[src/rtl/vce_palette_loader.sv]
// Streams a palette from a source memory into VCE colour RAM through the
// VCE register port: sets the CRAM index once, then writes each entry as lo/hi bytes.
module vce_palette_loader #(
    parameter int         ENTRIES    = 512,
    parameter logic [8:0] START_ADDR = 9'h000
) (
    input  logic       clock,
    input  logic       reset_N,
    input  logic       bus_en,
    input  logic       start,
    input  logic       abort,
    output logic [8:0] pal_addr,
    input  logic [8:0] pal_data,
    output logic [2:0] A,
    output logic [7:0] D_out,
    output logic       D_oe,
    output logic       CS_n,
    output logic       WR_n,
    output logic       RD_n,
    output logic       busy,
    output logic       done,
    output logic       aborted,
    output logic [2:0] dbg_state_o
);

    typedef enum logic [2:0] {
        S_IDLE, S_SET_LO, S_SET_HI, S_FETCH, S_WR_LO, S_WR_HI, S_FINISH
    } state_t;

    localparam logic [9:0] ENTRIES_W = 10'(ENTRIES);

    state_t     state_q, state_d;
    logic       phase_q, phase_d;   // bus states: 0 = ASSERT, 1 = RECOVER; FETCH: 0 = address out, 1 = data in
    logic [9:0] count_q, count_d;
    logic [8:0] lat_q, lat_d;
    logic [8:0] pal_addr_q, pal_addr_d;
    logic [2:0] a_q, a_d;
    logic [7:0] dout_q, dout_d;
    logic       doe_q, doe_d;
    logic       cs_n_q, cs_n_d;
    logic       wr_n_q, wr_n_d;
    logic       busy_q, busy_d;
    logic       done_q, done_d;
    logic       aborted_q, aborted_d;
    logic       asserting;

    function automatic logic is_bus(input state_t s);
        return (s == S_SET_LO) || (s == S_SET_HI) || (s == S_WR_LO) || (s == S_WR_HI);
    endfunction

    always_comb begin
        state_d    = state_q;
        phase_d    = phase_q;
        count_d    = count_q;
        lat_d      = lat_q;
        pal_addr_d = pal_addr_q;
        aborted_d  = aborted_q;
        a_d        = a_q;
        dout_d     = dout_q;

        case (state_q)
            S_IDLE: begin
                if (start && !abort) begin
                    aborted_d = 1'b0;
                    count_d   = 10'd0;
                    state_d   = S_SET_LO;
                    phase_d   = 1'b0;
                end
            end
            S_SET_LO, S_SET_HI, S_WR_LO, S_WR_HI: begin
                if (bus_en) begin
                    if (!phase_q) begin
                        phase_d = 1'b1;
                    end else begin
                        phase_d = 1'b0;
                        case (state_q)
                            S_SET_LO: state_d = S_SET_HI;
                            S_SET_HI: begin
                                state_d    = S_FETCH;
                                pal_addr_d = START_ADDR + count_q[8:0];
                            end
                            S_WR_LO:  state_d = S_WR_HI;
                            default: begin
                                // CTA auto-increments on each hi-byte write, so no re-addressing.
                                count_d = count_q + 10'd1;
                                if (count_d < ENTRIES_W) begin
                                    state_d    = S_FETCH;
                                    pal_addr_d = START_ADDR + count_d[8:0];
                                end else begin
                                    state_d = S_FINISH;
                                end
                            end
                        endcase
                    end
                end
            end
            S_FETCH: begin
                if (!phase_q) begin
                    phase_d = 1'b1;
                end else begin
                    lat_d   = pal_data;
                    state_d = S_WR_LO;
                    phase_d = 1'b0;
                end
            end
            default: state_d = S_IDLE;
        endcase

        if (abort && (state_q != S_IDLE)) begin
            state_d   = S_IDLE;
            phase_d   = 1'b0;
            aborted_d = 1'b1;
        end

        // A and D_out move only when a new ASSERT phase begins.
        if (is_bus(state_d) && (state_d != state_q)) begin
            case (state_d)
                S_SET_LO: begin a_d = 3'd2; dout_d = START_ADDR[7:0];        end
                S_SET_HI: begin a_d = 3'd3; dout_d = {7'b0, START_ADDR[8]};  end
                S_WR_LO:  begin a_d = 3'd4; dout_d = lat_d[7:0];             end
                default:  begin a_d = 3'd5; dout_d = {7'b0, lat_d[8]};       end
            endcase
        end

        asserting = is_bus(state_d) && !phase_d;
        cs_n_d    = !asserting;
        wr_n_d    = !asserting;
        doe_d     = asserting;
        busy_d    = (state_d != S_IDLE) && (state_d != S_FINISH);
        done_d    = (state_d == S_FINISH);
    end

    always_ff @(posedge clock) begin
        if (!reset_N) begin
            state_q    <= S_IDLE;
            phase_q    <= 1'b0;
            count_q    <= 10'd0;
            lat_q      <= 9'd0;
            pal_addr_q <= 9'd0;
            a_q        <= 3'd0;
            dout_q     <= 8'd0;
            doe_q      <= 1'b0;
            cs_n_q     <= 1'b1;
            wr_n_q     <= 1'b1;
            busy_q     <= 1'b0;
            done_q     <= 1'b0;
            aborted_q  <= 1'b0;
        end else begin
            state_q    <= state_d;
            phase_q    <= phase_d;
            count_q    <= count_d;
            lat_q      <= lat_d;
            pal_addr_q <= pal_addr_d;
            a_q        <= a_d;
            dout_q     <= dout_d;
            doe_q      <= doe_d;
            cs_n_q     <= cs_n_d;
            wr_n_q     <= wr_n_d;
            busy_q     <= busy_d;
            done_q     <= done_d;
            aborted_q  <= aborted_d;
        end
    end

    assign pal_addr    = pal_addr_q;
    assign A           = a_q;
    assign D_out       = dout_q;
    assign D_oe        = doe_q;
    assign CS_n        = cs_n_q;
    assign WR_n        = wr_n_q;
    assign RD_n        = 1'b1;
    assign busy        = busy_q;
    assign done        = done_q;
    assign aborted     = aborted_q;
    assign dbg_state_o = state_q;

endmodule

[config.mk]
export PLATFORM = sky130hd
export DESIGN_NAME = vce_palette_loader
export DESIGN_NICKNAME = d
export VERILOG_FILES = /design/src/rtl/vce_palette_loader.sv
export SDC_FILE = /design/constraint.sdc
export NUM_CORES = 1
export LEC_CHECK = 0
export ABC_AREA = 1
export BUFFER_PORTS_ARGS = -buffer_cell sky130_fd_sc_hd__buf_4
export CORE_ASPECT_RATIO = 0.7
export CORE_MARGIN = 5
export CORE_UTILIZATION = 50
export CTS_CLUSTER_SIZE = 24
export DETAILED_ROUTE_END_ITERATION = 10
export GPL_ROUTABILITY_DRIVEN = 0
export PLACE_DENSITY_LB_ADDON = 0.08
export SKIP_LAST_GASP = 1
export SYNTH_ARGS = -nofsm -noshare
export SYNTH_HDL_FRONTEND = slang
export SYNTH_SLANG_ARGS = --single-unit
export TNS_END_PERCENT = 5
[constraint.sdc]
create_clock -name clock -period 1.77 [get_ports clock]
set_clock_uncertainty 0.15 [all_clocks]
set_input_delay 0.177 -clock clock [delete_from_list [all_inputs] [get_ports clock]]
set_output_delay 0.177 -clock clock [all_outputs]
set_load 0.005 [all_outputs]
# Yosys cells after proc, flatten, opt, wreduce, memory -nomap -nowiden
# Index checks and enable logic that the tools add are counted.
dict set report word_totals {
  regBits 48
  latch_bits 0
  ram_bits 0
  mem_bits_ro 0
  input_bits 14
  elab_cells 83
  n_memories 0
}
dict set report op_classes {
  n_addsub 1
  multipliers 0
  n_div 0
  n_lt_le_gt_ge 1
  eq_ne 16
  shift 0
  n_mux 27
  bitwise_logic 1
  n_reduce_logical 25
}
# cell count
set ops {}
lappend ops {{$mux 10} 4}
lappend ops {{$mux 9} 3}
lappend ops {{$pmux 3 s3} 3}
lappend ops {{$pmux 10 s2} 1}
lappend ops {{$mux 3} 6}
lappend ops {{$pmux 9 s2} 1}
lappend ops {{$pmux 8 s2} 1}
lappend ops {{$eq 3x3->1 const B} 5}
lappend ops {{$add 10x1->10 const B} 1}
lappend ops {{$lt 10x10->1 const B} 1}
lappend ops {{$reduce_and 5->1} 2}
lappend ops {{$eq 3x2->1 const B} 3}
lappend ops {{$ne 2x2->1 const B} 4}
lappend ops {{$reduce_bool 2->1} 4}
lappend ops {{$mux 1} 7}
lappend ops {{$eq 3x1->1 const B} 2}
lappend ops {{$reduce_bool 3->1} 2}
lappend ops {{$logic_and 1x1->1} 5}
lappend ops {{$reduce_or 2->1} 2}
lappend ops {{$reduce_or 4->1} 1}
lappend ops {{$logic_not 1->1} 3}
lappend ops {{$logic_not 3->1} 1}
lappend ops {{$logic_or 1x1->1} 3}
lappend ops {{$ne 3x3->1} 1}
lappend ops {{other kinds (5)} 5}

# Logic depth before layout (Yosys ltp)
# Gate-level depths: netlist of the first run.
dict set report depth {
  word_depth 14
  ltp_mapped 17
  ltp_nobuf 16
}

# Worst setup path after synthesis of the first run
# OpenSTA, ideal clock, no wires.
dict set report synth_path {
  path_type {reg2reg}
  start {register state_q[2] (netlist: dbg_state_o[2])}
  end {register dout_q[1] (netlist: D_out[1])}
  t_arrival_ns 1.715
  setup_slack_ns -0.222
  stages_incl_launch_ff 15
  path_buffers 1
  period_less_slack_ns 1.992
  cell_sequence {dfxtp_1 > inv_2 > nand3_4 > nand3_2 > inv_1 > o21ai_2 > nand2_2 > xor2_1 > a21oi_1 > nand2_2 > nand2_2 > buf_6 > nand2_1 > nand2_1 > nor2_1}
}
dict set report synth_via {
  elab_chain_cells 11
  elab_cells_between_ends 28
}
# element line
set synth_rtl {}
lappend synth_rtl {{start, declared} 32} ;# state_t state_q, state_d;
lappend synth_rtl {{start signal, assigned} 149} ;# state_q <= state_d;
lappend synth_rtl {{branches (longest 11 deep; another with $pmux 8 s2)} n/a}
lappend synth_rtl {{end signal, assigned} 155} ;# dout_q <= dout_d;
lappend synth_rtl {{end, declared} 38} ;# logic [7:0] dout_q, dout_d;
# Several ways; the timed one is not identified.
# A chain may end at the register's enable or synchronous reset.

# Worst setup path in the final report of the first run
dict set report layout_path {
  start {register state_q[0] (netlist: dbg_state_o[0])}
  end {register count_q[9]}
}
dict set report layout_via {
  elab_chain_cells 4
  elab_cells_between_ends 14
}
# element line
set layout_rtl {}
lappend layout_rtl {{$eq 3x3->1 (tied with other cells)} {61, 76}}
lappend layout_rtl {{$reduce_or 4->1 or $reduce_or 3->1 (tied branches)} n/a}
lappend layout_rtl {{$ne 2x2->1 (no line) or $reduce_bool 2->1 (tied branches)} n/a}
lappend layout_rtl {{$reduce_and 5->1 (no line)} n/a}
lappend layout_rtl {{end signal, assigned} 151} ;# count_q <= count_d;
lappend layout_rtl {{end, declared} 34} ;# logic [9:0] count_q, count_d;
# Parallel ways exist; a longest one is shown, timed or not.

==> impl_table.tex, run 1 <==
\begin{tabular}{lr}
\hline
Metric & Value \\
\hline
\multicolumn{2}{l}{\textbf{Run status}} \\
\quad Run status & complete, but fails checks \\
\quad Violated checks & negative setup slack \\
\multicolumn{2}{l}{\textbf{Die}} \\
\quad Starting Density & about half \\
\quad Vert. Die Dim & slightly below 70 µm \\
\quad Row count & 21 \\
\quad Die Wd & between 90 and 100 µm \\
\quad DIE AREA & approximately 6500 µm² \\
\quad Core Footprint & 4810 µm² \\
\quad Count of pins on the block boundary & 44 \\
\multicolumn{2}{l}{\textbf{Layout}} \\
\quad Util after Layout & 79.5\% \\
\quad Commonest cells after routing, fill and taps aside & sky130\_fd\_sc\_hd\_\_buf\_4 (115), sky130\_fd\_sc\_hd\_\_nand2\_1 (81), sky130\_fd\_sc\_hd\_\_inv\_1 (44), sky130\_fd\_sc\_hd\_\_dfxtp\_1 (39), sky130\_fd\_sc\_hd\_\_nor2\_1 (36) \\
\quad Leading cell type in the layout, fill and taps excluded & sky130\_fd\_sc\_hd\_\_buf\_4 \\
\quad Final Non-Filler Cells & 549 \\
\quad Count of antenna diodes in the layout & 0 \\
\quad Proportion of layout cells with a drive suffix above 1 & around 42\% \\
\quad Layout overhead on the synthesized area & 54.0\% \\
\quad Net count of the finished layout & 495 \\
\multicolumn{2}{l}{\textbf{Placed design}} \\
\quad HPWL after DPL & about 4500 µm \\
\quad Cell Count Post-Placement & about 500 \\
\quad Count of port buffers added during placement & between 40 and 50 \\
\multicolumn{2}{l}{\textbf{Setup path}} \\
\quad CP max stage cell & sky130\_fd\_sc\_hd\_\_dfxtp\_4 \\
\quad Cells along the critical path & buf\_4 > nand2\_4 > nand3\_4 > buf\_4 > buf\_4 > o211ai\_1 > inv\_1 > nand2\_1 > clkinvlp\_4 > nand2\_1 > a21oi\_1 \\
\quad Peak fanout along the critical path & 9 \\
\quad Combined buffer and inverter count along the critical path & 5 \\
\quad Count of cells along the worst register-to-register path & 11 \\
\quad Type of element capturing the critical path & flip-flop \\
\quad Category of the worst setup path launch point & flip-flop \\
\quad Worst Path Arrival & around 2200 ps \\
\quad Start-to-end type of the worst setup path & reg -> reg \\
\quad Data required time at the worst endpoint & 1820 ps \\
\quad Cell type with the highest occurrence count on the critical path & sky130\_fd\_sc\_hd\_\_buf\_4 \\
\quad Family of cells with the greatest summed delay on the critical path & buffers and inverters \\
\quad Stages on the worst setup path & 11 \\
\quad Worst path max stage delay & 380 ps \\
\multicolumn{2}{l}{\textbf{Synth}} \\
\quad Instance count of the mapped netlist & $\sim$370 \\
\quad Sequential fraction of the synthesis area & 38.7\% \\
\quad Top-area cell type share of the netlist area & between 30\% and 40\% \\
\quad Count of different cell masters after synthesis & 35 \\
\quad Number of synthesized register bits & between 40 and 50 \\
\quad Number of warnings issued by yosys & 0 \\
\quad Synthesized netlist net count & approximately 380 \\
\quad Mean post-synth cell area & $\sim$7 µm² \\
\quad Biggest area consumer among synthesized cells & sky130\_fd\_sc\_hd\_\_dfxtp\_1 \\
\quad Netlist area before placement & 2480 µm² \\
\quad Synth top area cells & sky130\_fd\_sc\_hd\_\_dfxtp\_1 (39\%), sky130\_fd\_sc\_hd\_\_nand2\_1 (15\%), sky130\_fd\_sc\_hd\_\_inv\_1 (7.4\%), sky130\_fd\_sc\_hd\_\_nor2\_1 (7.0\%), sky130\_fd\_sc\_hd\_\_a21oi\_1 (4.8\%) \\
\multicolumn{2}{l}{\textbf{Global routing}} \\
\quad Vias in the first global route & around 2400 \\
\quad Remaining global-route overflow & 0 \\
\quad Number of antenna violations at the first check in global routing & 0 \\
\quad Most crowded layer after global routing & met2 \\
\quad Global-route wire length before repair & roughly 11000 µm \\
\quad Maximum number of pins on one net before global-route repair & 24 \\
\quad Global-route track usage on met1 & between 30\% and 40\% \\
\quad Met2 Resource Use GR & between 30\% and 40\% \\
\quad Overall global routing resource usage & 22.4\% \\
\quad Global-route track usage on met3 & around 4.3\% \\
\multicolumn{2}{l}{\textbf{CTS}} \\
\quad Cell at the root of the clock tree & sky130\_fd\_sc\_hd\_\_clkbuf\_8 \\
\quad CTS max path bufs & 2 \\
\quad Total clock sinks & 48 \\
\quad CTS tree & done \\
\quad Clock latency reported for the late side of the worst-skew pair & roughly 300 ps \\
\quad Number of buffers added by the clock tree synthesis step & 5 \\
\quad H-tree level count & 2 \\
\quad Worst-path clk slew & $\sim$100 ps \\
\multicolumn{2}{l}{\textbf{Drt}} \\
\quad Length of the first detailed-routing pass in iterations & 4 \\
\quad Antenna violation net count after detailed routing & 0 \\
\quad Violation count after the first detailed-route iteration & 220 \\
\quad Vias after detailed routing & 2748 \\
\quad Via-to-Cell Ratio & 5.01 \\
\quad Total length of routed wires & 7890 µm \\
\quad Wire length per cell after detailed routing & $\sim$14 µm \\
\quad Post-route DRC & 0 \\
\multicolumn{2}{l}{\textbf{Power}} \\
\quad Power density over the cells & around 630 nW/µm² \\
\quad Cell leakage power & between 1.5 and 2 nW \\
\quad Worst vdd rail ir drop & between 0.4 and 0.5 mV \\
\multicolumn{2}{l}{\textbf{STA}} \\
\quad Final setup violating endpoints & 34 \\
\quad Post-layout min period & approximately 2100 ps \\
\quad Highest attainable clock frequency & between 400 and 500 MHz \\
\quad Ratio of final minimum period to clock period & 119\% \\
\quad Setup slack after layout & -342 ps \\
\quad Number of hold violations in the final report & 0 \\
\quad RSZ-0062 raised after global routing & true \\
\quad Number of pins with negative max-slew slack in the final report & 0 \\
\multicolumn{2}{l}{\textbf{Run}} \\
\quad Number of maximum-capacitance violations & 0 \\
\multicolumn{2}{l}{\textbf{Worst hold path}} \\
\quad Min-Delay Path Depth & 3 \\
\quad Hold Crit Class & in -> reg \\
\hline
\end{tabular}
==> routing by layer <==
layer / share of wire, % / vias up
li1: - / 1372
met1: 44 / 1233
met2: 46 / 129
met3: 8.3 / 14
met4: 1.7 / 0
met5: 0 / -
==> cell type report <==
type                    instances  area (µm²)
flip-flops and latches         48         980
repair buffers                121         930
multi-input cells             248        1470
well taps                      69        86.3
fillers                       331         985
clock buffers                   5        68.8
clock inverters                 3        68.8
inverters                      55         218
==> stage by stage <==
step | total power, W | instance area (µm²) | hold WS (ps) | setup TNS [ps] | setup slack [ps]
final | 0.00240 | 3820 | 21.8 | -9180 | -342
after global routing | 0.00249 | 3820 | 18.3 | -13200 | -503
after CTS | 0.00236 | 3620 | 17.7 | -3890 | -242
after detailed placement | 0.00138 | 3210 | 294 | -5810 | -377
after global placement | 0.00137 | 3210 | 300 | -5690 | -401
after floorplan | 0.00127 | 2500 | 165 | -2360 | -156
==> timing repair <==
item	in CTS	in global routing
gates cloned	1	1
setup buffers	18	7
hold buffers	1	0
resized for setup	36	45
endpoints found under the hold margin	1	0
pin swaps	25	29
setup endpoints to repair	33	35
==> synthesized netlist by cell type <==
master	count
sky130_fd_sc_hd__nor2_2	1
sky130_fd_sc_hd__nand3_2	2
sky130_fd_sc_hd__clkbuf_1	6
sky130_fd_sc_hd__buf_4	4
sky130_fd_sc_hd__mux2i_1	2
sky130_fd_sc_hd__o31ai_1	1
sky130_fd_sc_hd__o211ai_1	1
sky130_fd_sc_hd__o21ai_1	1
sky130_fd_sc_hd__conb_1	1
sky130_fd_sc_hd__nand3_4	1
sky130_fd_sc_hd__nand4_1	3
sky130_fd_sc_hd__clkinv_1	2
sky130_fd_sc_hd__mux2_2	1
sky130_fd_sc_hd__nor3_2	1
sky130_fd_sc_hd__a21oi_2	1
sky130_fd_sc_hd__o21a_1	7
sky130_fd_sc_hd__o21ai_2	1
sky130_fd_sc_hd__o2111ai_1	6
sky130_fd_sc_hd__ha_1	2
sky130_fd_sc_hd__o21ai_0	5
sky130_fd_sc_hd__buf_1	2
sky130_fd_sc_hd__a21oi_1	24
sky130_fd_sc_hd__inv_1	49
sky130_fd_sc_hd__nor2_1	46
sky130_fd_sc_hd__xor2_1	8
sky130_fd_sc_hd__buf_6	2
sky130_fd_sc_hd__buf_2	1
sky130_fd_sc_hd__nand2_1	99
sky130_fd_sc_hd__a311oi_1	3
sky130_fd_sc_hd__nor3_1	1
sky130_fd_sc_hd__nand3_1	20
sky130_fd_sc_hd__nand2_2	8
sky130_fd_sc_hd__dfxtp_1	48
sky130_fd_sc_hd__inv_2	4
sky130_fd_sc_hd__o31ai_2	1
==> worst reg2reg max path, delay by kind of cell, from the launching register on <==
kind	cells	cell delay, ps
and+or+nand+nor	4	460
DFF	1	380
buffers and inverters	5	700
AOI/OAI and AO/OA	2	320
==> state kept, by name, summed over array words and instances, names as in the netlist <==
signal / flops
WR_n: 1
phase_q: 1
D_out: 8
aborted: 1
lat_q: 9
A: 3
D_oe: 1
count_q: 10
pal_addr: 9
done: 1
dbg_state_o: 3
busy: 1
==> report_power, final <==
group / switching, W / internal (W)
registers: 0.0000130 / 0.00110
logic: 0.000170 / 0.000151
clock network: 0.000406 / 0.000569
total: 0.000588 / 0.00182
==> kinds of logic after synthesis <==
kind of cell    synth area share [%]
compound gates                  13.1
xor+xnor                        2.82
fa+ha+maj                       1.01
buf+inv                         11.8
flops                           38.7
mux                             1.26
other cells                    0.151
simple gates                    31.1
==> final timing paths <==
path	start	to	slack [ps]
max reg2reg	dbg_state_o[0]$_SDFF_PN0_	count_q[9]$_SDFFE_PN0P_	-340
min	reset_N	A[0]$_SDFFE_PN0P_	20
min reg2reg	aborted$_SDFFE_PN0P_	aborted$_SDFFE_PN0P_	330
max	dbg_state_o[0]$_SDFF_PN0_	count_q[9]$_SDFFE_PN0P_	-340
No activity file was read; power rests on OpenSTA's default activity.
==> run 2: changes to the inputs <==
- CORE_UTILIZATION: 50 -> 55
- HOLD_SLACK_MARGIN: not set -> 0.05
- clock period: 1.77 -> 2.4 ns (I/O delays scaled with it)
==> run 2 against run 1 <==
Compared with the run above:
- the flow now finishes without violations
- wire length shrank 28%
- register-to-register slack gained 510 ps
- sequential power shrank 26%
- die area shrank 8.0%
- worst hold slack gained 46 ps
- clock-buffer cell count grew 2
- sequential share of layout area grew 7.1 points
- critical path type unchanged
- utilization shrank 12 points
- critical path depth grew 5
==> impl_table.tex, run 2 (synthesized netlist as in run 1, its figures left out) <==
\begin{tabular}{lr}
\hline
Metric & Value \\
\hline
\multicolumn{2}{l}{\textbf{CTS}} \\
\quad Worst-path clk slew & approximately 90 ps \\
\quad H-tree level count & 2 \\
\quad Post-CTS repair timing setup buffer count & 0 \\
\quad Total clock sinks & 48 \\
\quad Number of hold-repair buffers added at the cts stage & 0 \\
\quad Cell at the root of the clock tree & sky130\_fd\_sc\_hd\_\_clkbuf\_8 \\
\quad CTS tree & done \\
\quad Clock latency reported for the late side of the worst-skew pair & about 300 ps \\
\quad CTS max path bufs & 2 \\
\quad Number of buffers added by the clock tree synthesis step & 5 \\
\quad Number of instances resized during post-cts repair & 0 \\
\multicolumn{2}{l}{\textbf{Setup path}} \\
\quad Worst path max stage delay & approximately 440 ps \\
\quad Type of element capturing the critical path & flip-flop \\
\quad Reg-to-Reg End & D\_out[5]\$\_SDFFE\_PN0P\_ \\
\quad Combined buffer and inverter count along the critical path & 2 \\
\quad CP max stage cell & sky130\_fd\_sc\_hd\_\_dfxtp\_2 \\
\quad Category of the worst setup path launch point & flip-flop \\
\quad Data required time at the worst endpoint & $\sim$2400 ps \\
\quad Cell type with the highest occurrence count on the critical path & sky130\_fd\_sc\_hd\_\_nand2\_1 \\
\quad Family of cells with the greatest summed delay on the critical path & simple AND/OR/NAND/NOR gates \\
\quad Stages on the worst setup path & 16 \\
\quad Worst-case register-to-register setup slack & 170 ps \\
\quad Critical Path Source & dbg\_state\_o[1]\$\_SDFF\_PN0\_ \\
\quad Cells along the critical path & inv\_2 > nand2\_1 > nor2\_1 > nor2\_2 > nand3\_1 > nand2\_2 > nand2\_2 > nand2\_2 > nand2\_1 > nand2\_1 > nand2\_1 > nand2\_2 > buf\_4 > nand3\_1 > nand2\_1 > nor2\_1 \\
\quad Worst Path Arrival & 2260 ps \\
\quad Start-to-end type of the worst setup path & reg -> reg \\
\quad Count of cells along the worst register-to-register path & 16 \\
\quad Critical R2R Launch & dbg\_state\_o[1]\$\_SDFF\_PN0\_ \\
\quad Peak fanout along the critical path & 6 \\
\multicolumn{2}{l}{\textbf{Power}} \\
\quad Total Power Consumption & approximately 0.0015 W \\
\quad Cell leakage power & approximately 1.4 nW \\
\quad Power density over the cells & between 400 and 500 nW/µm² \\
\quad Worst vdd rail ir drop & about 0.34 mV \\
\multicolumn{2}{l}{\textbf{Die}} \\
\quad Starting Density & between 50\% and 60\% \\
\quad Count of pins on the block boundary & 44 \\
\quad Row count & 20 \\
\quad Core Footprint & between 4000 and 5000 µm² \\
\quad Die Wd & roughly 90 µm \\
\quad DIE AREA & $\sim$6000 µm² \\
\quad Vert. Die Dim & approximately 66 µm \\
\multicolumn{2}{l}{\textbf{STA}} \\
\quad RSZ-0062 raised after global routing & true \\
\quad Relative slew slack & between 50 and 60\% \\
\quad Final setup violating endpoints & 0 \\
\quad Least-Margin Pin Slew & $\sim$630 ps \\
\quad Highest attainable clock frequency & 449 MHz \\
\quad Number of hold violations in the final report & 0 \\
\quad Ratio of final minimum period to clock period & roughly 93\% \\
\quad Number of pins with negative max-slew slack in the final report & 0 \\
\quad Post-layout min period & roughly 2200 ps \\
\quad Sum Neg Setup Slack & 0 ps \\
\multicolumn{2}{l}{\textbf{Drt}} \\
\quad Wire length per cell after detailed routing & 12.3 µm \\
\quad Antenna violation net count after detailed routing & 0 \\
\quad Via-to-Cell Ratio & slightly above 5 \\
\quad Vias after detailed routing & roughly 2400 \\
\quad Post-route DRC & 0 \\
\quad Total length of routed wires & between 5000 and 6000 µm \\
\quad Length of the first detailed-routing pass in iterations & 4 \\
\quad Violation count after the first detailed-route iteration & between 100 and 150 \\
\multicolumn{2}{l}{\textbf{Placed design}} \\
\quad HPWL after DPL & 4120 µm \\
\quad Count of port buffers added during placement & 42 \\
\quad Cell Count Post-Placement & about 460 \\
\multicolumn{2}{l}{\textbf{Layout}} \\
\quad Net count of the finished layout & $\sim$420 \\
\quad Util after Layout & a little under 70\% \\
\quad Layout overhead on the synthesized area & 18.9\% \\
\quad Top register by number of flip-flops & count\_q \\
\quad Count of antenna diodes in the layout & 0 \\
\quad Leading cell type in the layout, fill and taps excluded & sky130\_fd\_sc\_hd\_\_nand2\_1 \\
\quad Max reg flops & 10 \\
\quad Proportion of layout cells with a drive suffix above 1 & around a fifth \\
\quad Commonest cells after routing, fill and taps aside & sky130\_fd\_sc\_hd\_\_nand2\_1 (99), sky130\_fd\_sc\_hd\_\_buf\_4 (50), sky130\_fd\_sc\_hd\_\_inv\_1 (49), sky130\_fd\_sc\_hd\_\_dfxtp\_1 (44), sky130\_fd\_sc\_hd\_\_nor2\_1 (44) \\
\quad Final Non-Filler Cells & 463 \\
\multicolumn{2}{l}{\textbf{Worst hold path}} \\
\quad Min-Delay Path Depth & 3 \\
\quad Hold Crit Class & in -> reg \\
\quad Worst-case hold path end point & lat\_q[8]\$\_SDFF\_PN0\_ \\
\quad Worst min-delay path startpoint & pal\_data[8] \\
\multicolumn{2}{l}{\textbf{Run}} \\
\quad Number of maximum-capacitance violations & 0 \\
\multicolumn{2}{l}{\textbf{Global routing}} \\
\quad Remaining global-route overflow & 0 \\
\quad Number of antenna violations at the first check in global routing & 0 \\
\quad Vias in the first global route & 2107 \\
\quad Global-route wire length before repair & 9770 µm \\
\quad Overall global routing resource usage & 20.0\% \\
\quad Maximum number of pins on one net before global-route repair & 37 \\
\multicolumn{2}{l}{\textbf{Run status}} \\
\quad Run status & complete, no violations \\
\hline
\end{tabular}
-- run 2: changes by cell type in the layout (fill, tap and decap cells not counted), moves of 4 or more --
cell                      previous run  this run
sky130_fd_sc_hd__buf_4             115        50
sky130_fd_sc_hd__nand2_1            81        99
sky130_fd_sc_hd__nand2_4            12         1
sky130_fd_sc_hd__nor2_1             36        44
sky130_fd_sc_hd__nand2_2            14         7
sky130_fd_sc_hd__buf_6               5         0
sky130_fd_sc_hd__dfxtp_1            39        44
sky130_fd_sc_hd__inv_1              44        49
sky130_fd_sc_hd__nand3_1            14        19
sky130_fd_sc_hd__nor2_2              7         3
sky130_fd_sc_hd__nor2_4              4         0
-- run 2: how the worst max path moves through the flow --
| stage | endpoint | slack [ps] |
|---|---|---|
| 5_1_grt | D_out[4]$_SDFFE_PN0P_ | -50 |
| 6_report | D_out[5]$_SDFFE_PN0P_ | 170 |
| 3_5_place_dp | D_out[1]$_SDFFE_PN0P_ | 140 |
| 2_1_floorplan | D_out[1]$_SDFFE_PN0P_ | 410 |
| 4_1_cts | D_out[4]$_SDFFE_PN0P_ | 100 |
| 3_3_place_gp | D_out[4]$_SDFFE_PN0P_ | 190 |
-- run 2: layout make-up --
cell class,count,area (µm²)
inverters,55,206
fillers,399,1400
well taps,55,68.8
clock inverters,1,7.51
repair buffers,50,375
multi-input cells,247,1240
flip-flops and latches,48,966
clock buffers,7,86.3
-- run 2: power breakdown --
| part | internal [W] | switching [W] |
|---|---|---|
| Sequential | 0.000811 | 0.00000977 |
| Clock | 0.000234 | 0.000266 |
| Combinational | 0.0000652 | 0.0000903 |
-- run 2: worst reg2reg max path, stage by stage (launching register included) --
cell	delay, ps
sky130_fd_sc_hd__dfxtp_2	440
sky130_fd_sc_hd__inv_2	80
sky130_fd_sc_hd__nand2_1	130
sky130_fd_sc_hd__nor2_1	70
sky130_fd_sc_hd__nor2_2	120
sky130_fd_sc_hd__nand3_1	130
sky130_fd_sc_hd__nand2_2	100
sky130_fd_sc_hd__nand2_2	60
sky130_fd_sc_hd__nand2_2	110
sky130_fd_sc_hd__nand2_1	80
sky130_fd_sc_hd__nand2_1	60
sky130_fd_sc_hd__nand2_1	60
sky130_fd_sc_hd__nand2_2	150
sky130_fd_sc_hd__buf_4	170
sky130_fd_sc_hd__nand3_1	80
sky130_fd_sc_hd__nand2_1	70
sky130_fd_sc_hd__nor2_1	30
-- run 2: routing by layer --
| layer | part of all wire (%) | track usage (%) | wire [µm] | vias up |
|---|---|---|---|---|
| li1 | - | - | - | 1228 |
| met1 | 51 | 28.5 | 2890 | 1046 |
| met2 | 41 | 30.7 | 2340 | 76 |
| met3 | 7.2 | 4.78 | 411 | 5 |
| met4 | 0.72 | 4.46 | 41 | 0 |
| met5 | 0 | 0 | 0 | - |
-- run 2: per-stage QoR --
step / worst slack [ps] / hold slack, ps / area [µm²]
after floorplan: 408 / 228 / 2480
after CTS: 103 / 65.7 / 2930
after global routing: -51.0 / 91.1 / 2950
final: 172 / 67.7 / 2950
after detailed placement: 138 / 307 / 2840
after global placement: 186 / 299 / 2840
